==> config.mk <==
export PLATFORM = sky130hd
export DESIGN_NAME = pc_irq_scheduler
export DESIGN_NICKNAME = d
export VERILOG_FILES = /design/src/rtl/pc_irq_scheduler.sv
export SDC_FILE = /design/constraint.sdc
export NUM_CORES = 1
export LEC_CHECK = 0
export CAP_MARGIN = 5
export CORE_UTILIZATION = 50
export DETAILED_ROUTE_END_ITERATION = 16
export PLACE_DENSITY = 0.86
export SLEW_MARGIN = 0
export SYNTH_ARGS = -nofsm -noshare
export SYNTH_HDL_FRONTEND = slang
export SYNTH_SLANG_ARGS = --single-unit
==> constraint.sdc <==
create_clock -name clk -period 4.72 [get_ports clk]
set_clock_uncertainty 0.1 [all_clocks]
set_input_delay 0.944 -clock clk [delete_from_list [all_inputs] [get_ports clk]]
set_output_delay 0.944 -clock clk [all_outputs]
set_load 0.05 [all_outputs]
==> src/rtl/pc_irq_scheduler.sv <==
// pc_irq_scheduler
//   Interrupt-stimulus sequencer for the pipelined MIPS core. Watches the
//   core's PC (addr). When addr matches the programmed trigger PC, it waits a
//   programmed delay and then holds irq high for a programmed width. This
//   repeats for a programmed number of shots. After each shot the PC has to
//   leave the trigger address before the next shot can fire.
//
// Ports
//   clk          rising-edge clock
//   reset        synchronous, active-high reset
//   cfg_we       load cfg_* and (re)arm; overrides abort and normal sequencing
//   cfg_trig_pc  trigger PC
//   cfg_delay    cycles from the sampled match to the first irq cycle
//   cfg_width    irq is high for cfg_width+1 cycles
//   cfg_shots    number of shots; 0 loads the config but leaves the block idle
//   abort        cancel all activity and return to idle
//   addr         macroscopic PC from the core
//   irq          registered interrupt request to the core
//   busy         high while armed, delaying or asserting
//   fire         one-cycle pulse on the first irq cycle of each shot
//   fire_cnt     shots fired since reset; saturates at all-ones
module pc_irq_scheduler #(
  parameter int unsigned ADDR_W = 32,
  parameter int unsigned CNT_W  = 8
) (
  input  logic              clk,
  input  logic              reset,
  input  logic              cfg_we,
  input  logic [ADDR_W-1:0] cfg_trig_pc,
  input  logic [CNT_W-1:0]  cfg_delay,
  input  logic [CNT_W-1:0]  cfg_width,
  input  logic [CNT_W-1:0]  cfg_shots,
  input  logic              abort,
  input  logic [ADDR_W-1:0] addr,
  output logic              irq,
  output logic              busy,
  output logic              fire,
  output logic [CNT_W-1:0]  fire_cnt
);

  typedef enum logic [2:0] {
    S_IDLE,
    S_ARMED,
    S_DELAY,
    S_ASSERT,
    S_DONE
  } state_t;

  state_t state, state_next;

  logic [ADDR_W-1:0] trig_pc;
  logic [CNT_W-1:0]  delay_r;
  logic [CNT_W-1:0]  width_r;
  logic [CNT_W-1:0]  shots_left;
  logic [CNT_W-1:0]  dcnt;
  logic [CNT_W-1:0]  wcnt;
  logic              seen_leave;
  logic              match;
  logic              to_assert;
  logic              to_delay;
  logic              shot_done;

  assign match = (addr == trig_pc);
  assign busy  = (state == S_ARMED) || (state == S_DELAY) || (state == S_ASSERT);

  // cfg_we and abort are folded into next-state so the sequencing strobes
  // (to_assert, to_delay, shot_done) only fire when neither overrides.
  always_comb begin
    state_next = state;
    to_assert  = 1'b0;
    to_delay   = 1'b0;
    shot_done  = 1'b0;
    if (cfg_we) begin
      state_next = (cfg_shots != '0) ? S_ARMED : S_IDLE;
    end else if (abort) begin
      state_next = S_IDLE;
    end else begin
      case (state)
        S_ARMED: begin
          if (match && seen_leave) begin
            if (delay_r == '0) begin
              state_next = S_ASSERT;
              to_assert  = 1'b1;
            end else begin
              state_next = S_DELAY;
              to_delay   = 1'b1;
            end
          end
        end
        S_DELAY: begin
          if (dcnt == '0) begin
            state_next = S_ASSERT;
            to_assert  = 1'b1;
          end
        end
        S_ASSERT: begin
          if (wcnt == '0) begin
            shot_done  = 1'b1;
            state_next = (shots_left != CNT_W'(1)) ? S_ARMED : S_DONE;
          end
        end
        default: ;
      endcase
    end
  end

  always_ff @(posedge clk) begin
    if (reset) state <= S_IDLE;
    else       state <= state_next;
  end

  always_ff @(posedge clk) begin
    if (reset) begin
      irq      <= 1'b0;
      fire     <= 1'b0;
      fire_cnt <= '0;
    end else begin
      irq  <= (state_next == S_ASSERT);
      fire <= to_assert;
      if (to_assert && (fire_cnt != '1)) fire_cnt <= fire_cnt + CNT_W'(1);
    end
  end

  always_ff @(posedge clk) begin
    if (reset) begin
      trig_pc    <= '0;
      delay_r    <= '0;
      width_r    <= '0;
      shots_left <= '0;
      dcnt       <= '0;
      wcnt       <= '0;
      seen_leave <= 1'b1;
    end else if (cfg_we) begin
      trig_pc    <= cfg_trig_pc;
      delay_r    <= cfg_delay;
      width_r    <= cfg_width;
      shots_left <= cfg_shots;
      seen_leave <= 1'b1;
    end else if (abort) begin
      shots_left <= '0;
    end else begin
      // Finishing a shot forces the PC to leave the trigger again, even if it
      // already differs in that same cycle.
      if (shot_done)   seen_leave <= 1'b0;
      else if (!match) seen_leave <= 1'b1;

      if (to_delay)              dcnt <= delay_r - CNT_W'(1);
      else if (state == S_DELAY) dcnt <= dcnt - CNT_W'(1);

      if (to_assert)             wcnt <= width_r;
      else if (state == S_ASSERT && wcnt != '0) wcnt <= wcnt - CNT_W'(1);

      if (shot_done) shots_left <= shots_left - CNT_W'(1);
    end
  end

endmodule

* After elaboration in Yosys (flattened, before gate mapping) *
Cells that the tools add are included.

operators by class
  equality and inequality tests = 8
  muxes and demuxes = 33
  bitwise operators = 2
  add/sub/neg operators = 5
  reductions and logical operators = 17

operator list
  kind                 number
  $mux 8               7
  $eq 32x32->1         1
  $sub 8x1->8 const B  4
  $logic_not 8->1      3
  $mux 1               18
  $mux 3               6
  $reduce_bool 8->1    2
  $eq 3x2->1 const B   3
  $pmux 3 s3           1
  $add 8x1->8 const B  1
  $ne 8x1->1 const B   1
  $ne 8x8->1 const B   1
  $reduce_and 3->1     2
  $reduce_bool 2->1    2
  $eq 3x1->1 const B   1
  $logic_and 1x1->1    3
  $reduce_bool 3->1    1
  $logic_or 1x1->1     2
  $ne 2x1->1 const B   1
  $not 1->1            2
  $pmux 1 s2           1
  $reduce_and 2->1     1
  $reduce_or 2->1      1

word-level totals
  input port bits = 92
  output and inout bits = 11
  logic and storage cells = 76
  register bits after elaboration = 86

* Longest topological paths before layout *
  depth in word-level cells = 8
  mapped depth = 13
  mapped depth without buffers = 12

* Worst setup path before layout *
No wires, ideal clock.

  path kind = input-to-reg
  start = input addr[2]
  end = register dcnt[4]
  setup slack = 936 ps
  data required time = 4,534 ps
  stages on the path = 13
  arrival time = 3,599 ps
  path buffers = 1
  setup time = 86 ps
  path through = xnor2_1 > nand4_1 > nor4_1 > nand4_1 > nor3_1 > clkbuf_1 > mux2i_1 > ha_1 > nand2_1 > or3_1 > xnor2_1 > nor2_1 > a211oi_1

on the way
  longest elaborated chain between the ends = 8
  elaborated cells between the ends (all ways) = 9
  those cells by class = 1 x eq/ne; 5 x mux; 3 x reduce/logical

RTL lines
  element                      line  RTL
  start, declared              34    input logic [ADDR_W-1:0] addr,
  $eq 32x32->1 *               63    assign match = (addr == trig_pc);
  $logic_and 1x1->1 *          80    if (match && seen_leave) begin
  $mux 1 *                     80
  $mux 1 *                     78    case (state)
  $mux 1 *                     75    end else if (abort) begin
  $mux 1 *                     73    if (cfg_we) begin
  $reduce_bool 2->1 (no line)  n/a
  $reduce_and 3->1 (no line)   n/a
  end signal, assigned         147   if (to_delay) dcnt <= delay_r - CNT_W'(1);
  end signal, assigned         148   else if (state == S_DELAY) dcnt <= dcnt - CNT_W'(1);
  end, declared                55    logic [CNT_W-1:0] dcnt;

Mark *: on every way between the ends. The rest lies on a longest branch, timed or not.
A chain may end at the register's enable or synchronous reset.

* Worst setup path after layout *
  start = input addr[7]
  end = register dcnt[4]

The elaborated chain is that of the path after synthesis.

==> summary.md <==
| Metric | Value |
|---|---|
| Outcome | finished clean |
| Core Util, Final | 67.1% |
| Worst EP arrival | between 4 and 5 ns |
| Post-layout worst setup margin | ~0.72 ns |
| MaxCap Viol Count | 0 |
| Clock transition at the registers of the reported paths | roughly 0.090 ns |
| P_sw | a little under 0.4 mW |
| Setup violators final | 0 |
| Nets | 662 |
| Worst hold slack | 0.382 ns |
| FF-to-FF Start | delay_r[2]$_SDFFE_PP0P_ |
| Int Power | between 1 and 1.5 mW |
| Global-route wire length before repair | around 16 mm |
| Die outline area | 8860 sq um |
| Syn_nets | 567 |
| RD Place Congestion | 0.826 |
| Design Area, Final | ~5500 sq um |
| Layout cells sized above 1 | about 5.4% |
| Distinct cells, synth | 54 |
| Layout area overhead | 30.0% |
| Sink Count | 86 |
| Multi-input logic area | 2410 sq um |
| Setup bufs post-CTS | 0 |
| Yosys warnings | 0 |
| R2R cell count | 11 |
| Vias | 3646 |
| LEAKAGE | 2.16 nW |
| Pwr Density | 275 nW/um^2 |
| Worst-path maximum fanout | 15 |
| H-tree Lvls | 3 |
| TritonCTS clock tree | done |
| Wire length per cell | around 14 microns |
| Unrepaired setup endpoints after global routing | no |
| Max-slew violations | 0 |
| Top cell type's share of synthesized area | between 40% and 50% |
| #FFs+latches synth | 86 |
| Placeable core region | 8220 sq um |
| Number of synthesized flops with an enable pin | 0 |
| Worst-Skew Late Latency | 0.36 ns |
| Top cells by area, synth | dfxtp_1, mux2i_1, xnor2_1 |
| Fmax | 0.250 GHz |
| Pre-CTS WS | roughly 0.37 ns |
| GRT Total Usage | 23.7% |
| FF-to-FF setup slack | 1.34 ns |
| Initial Util | between 50% and 60% |
| Hold Crit Depth | 2 |
| Total gr overflow | 0 |
| Final Non-Filler Cells | slightly below 700 |
| DP HPWL | 7.20 mm |
| Relative slew slack | 36.6% |
| Die width | roughly 94 microns |
| Mapped Area | 4240 sq um |
| Gate power share | 14.6% |
| Root buffer cell | clkbuf_8 |
| Post-Place Cell Area | 5330 sq um |
| Crit end category | register |
| Final Power | ~1.5 mW |
| DRC viols | 0 |
| Total CTS buffers | 9 |
| Seq. cell area | 1720 sq um |
| Placed Cells | 659 |
| Final hold viol count | 0 |
| Reg-to-reg endpoint | dcnt[4]$_SDFFE_PP0P_ |
| Reg power frac | 51.4% |
| Syn Area/Cell | 9.03 sq um |
| Worst EP required | 4.90 ns |
| Antenna fix cells | 0 |
| Vias in the first global route | about 3600 |
| Clock Power Share | 34.0% |
| Tcrit/Tclk final | 84.7% |
| 1st-iter DRT viols | 127 |
| Post-cts sizing count | 0 |
| Post-synth top area cell | dfxtp_1 |
| Routed Antenna Nets | 0 |
| Hold buffer count at cts | 0 |
| Post-Synthesis Cells | 470 |
| Asr flop ratio synth | 0% |
| Post-Route WL | just under 10 mm |
| Worst-Margin Slew | 0.950 ns |
| Switch share | 25.4% |
| Setup TNS | 0 ns |
| Vias per inst | between 5 and 6 |
| CP Launch Type | primary input |
| # fillers | 620 |
| PortBufs | 102 |
| Die Span Y | roughly 94 microns |
| Hold endpoint | wcnt[1]$_SDFFE_PP0P_ |
| Seq/Total Area, Yosys | 40.6% |
| Top Ports | 103 |
| Crit Path Category | primary input to register |
| Longest Clk Path Bufs | 2 |
| Hold path start | width_r[1]$_SDFFE_PP0P_ |
| Tmin final | 4.00 ns |
| Largest net degree at the start of global routing | 53 |
| Main flop type after synthesis | dfxtp_1 |
| First drt pass iteration count | 4 |
| Class of the worst hold path | register to register |
| Cell Rows | 33 |
| VDD IR max | between 0.1 and 0.15 mV |
| Initial antenna violation count | 0 |
layout make-up:
type                    count  share of cell area (%)
clock buffers              11                    2.38
clock inverters             5                    1.07
inverters                   7                   0.476
multi-input cells         356                    43.8
flip-flops and latches     86                    31.2
well taps                 105                    2.38
repair buffers            105                    18.7
registers in the layout (all words and copies together) (netlist names):
| signal | cells |
|---|---|
| dcnt | 8 |
| delay_r | 8 |
| fire | 1 |
| fire_cnt | 8 |
| irq | 1 |
| seen_leave | 1 |
| shots_left | 8 |
| state | 3 |
| trig_pc | 32 |
| wcnt | 8 |
| width_r | 8 |
per-layer routing:
metal | wire (microns) | GRT usage [%] | vias to the layer above
li1 | - | - | 1830
met5 | 0 | 0 | -
met2 | 4840 | 40.3 | 112
met4 | 191 | 10.6 | 0
met1 | 4200 | 28.6 | 1686
met3 | 533 | 4.94 | 18
cell usage in the layout, fill, tap and decap left out, drive strengths merged, types with 5 or more instances in the layout:
cell type,n
clkdlybuf4s50,100
nor2,90
dfxtp,86
mux2i,60
xnor2,45
nand2,22
a21oi,17
nor3,12
nor4,11
clkbuf,11
nand4,10
xor2,10
a211oi,8
inv,8
o21ai,6
and3,5
ha,5
or3,5
or4,5
buf,5
power groups by stage:
stage                     sequential, mW  clock (mW)  combinational (mW)
after floorplan                    0.788           0               0.122
after detailed placement           0.796           0               0.220
after global routing               0.784       0.553               0.241
after global placement             0.795           0               0.213
after CTS                          0.780       0.519               0.222
final                              0.780       0.516               0.221
worst max path at each step:
stage               cells past startpoint      from              endpoint  slack [ns]
floorplan                              13   addr[2]  dcnt[4]$_SDFFE_PP0P_        0.94
global placement                       14   addr[2]  dcnt[4]$_SDFFE_PP0P_        0.51
detailed placement                     14   addr[0]  dcnt[4]$_SDFFE_PP0P_        0.37
CTS                                    14   addr[0]  dcnt[4]$_SDFFE_PP0P_        0.73
global route                           14  addr[26]  dcnt[4]$_SDFFE_PP0P_        0.37
finish                                 14   addr[7]  dcnt[4]$_SDFFE_PP0P_        0.72
cells by family (layout without fill, tap and decap cells):
group / after synthesis / in the layout / share of synthesized area (%)
DFF: 86 / 86 / 40.6
muxes: 61 / 61 / 14.4
AOI/OAI and AO/OA: 51 / 51 / 8.17
buffers and inverters: 28 / 128 / 2.54
and+or+nand+nor: 184 / 184 / 21.5
adders and majority gates: 5 / 5 / 1.47
xor gates and xnor gates: 55 / 55 / 11.4
critical path, cell delays in order:
cell             delay, ns
clkdlybuf4s50_1       0.47
xnor2_1               0.13
nand4_1               0.11
nor4_1                0.49
nand4_1               0.15
nor3_1                0.26
buf_4                 0.27
mux2i_1               0.24
ha_1                  0.23
nand2_1               0.12
or3_1                 0.35
xnor2_1               0.16
nor2_1                0.06
a211oi_1              0.19
cells in the mapped netlist (2+ instances only):
library cell / n
xor2_1: 10
nor4_1: 10
nand3_1: 4
clkbuf_1: 17
o31ai_1: 4
and3_1: 5
a21oi_1: 17
o21ai_0: 6
nand2_1: 22
mux2i_1: 60
nand4_1: 10
nor3_1: 11
nor2_1: 89
a22oi_1: 3
buf_1: 2
nand3b_1: 2
ha_1: 5
a32o_1: 2
dfxtp_1: 86
or2_2: 3
xnor2_1: 45
nand2b_1: 2
or3_1: 4
inv_1: 7
buf_2: 2
nor2b_1: 4
or4_1: 3
a211oi_1: 8
or4_4: 2
Power figures use the tool's default switching activity.
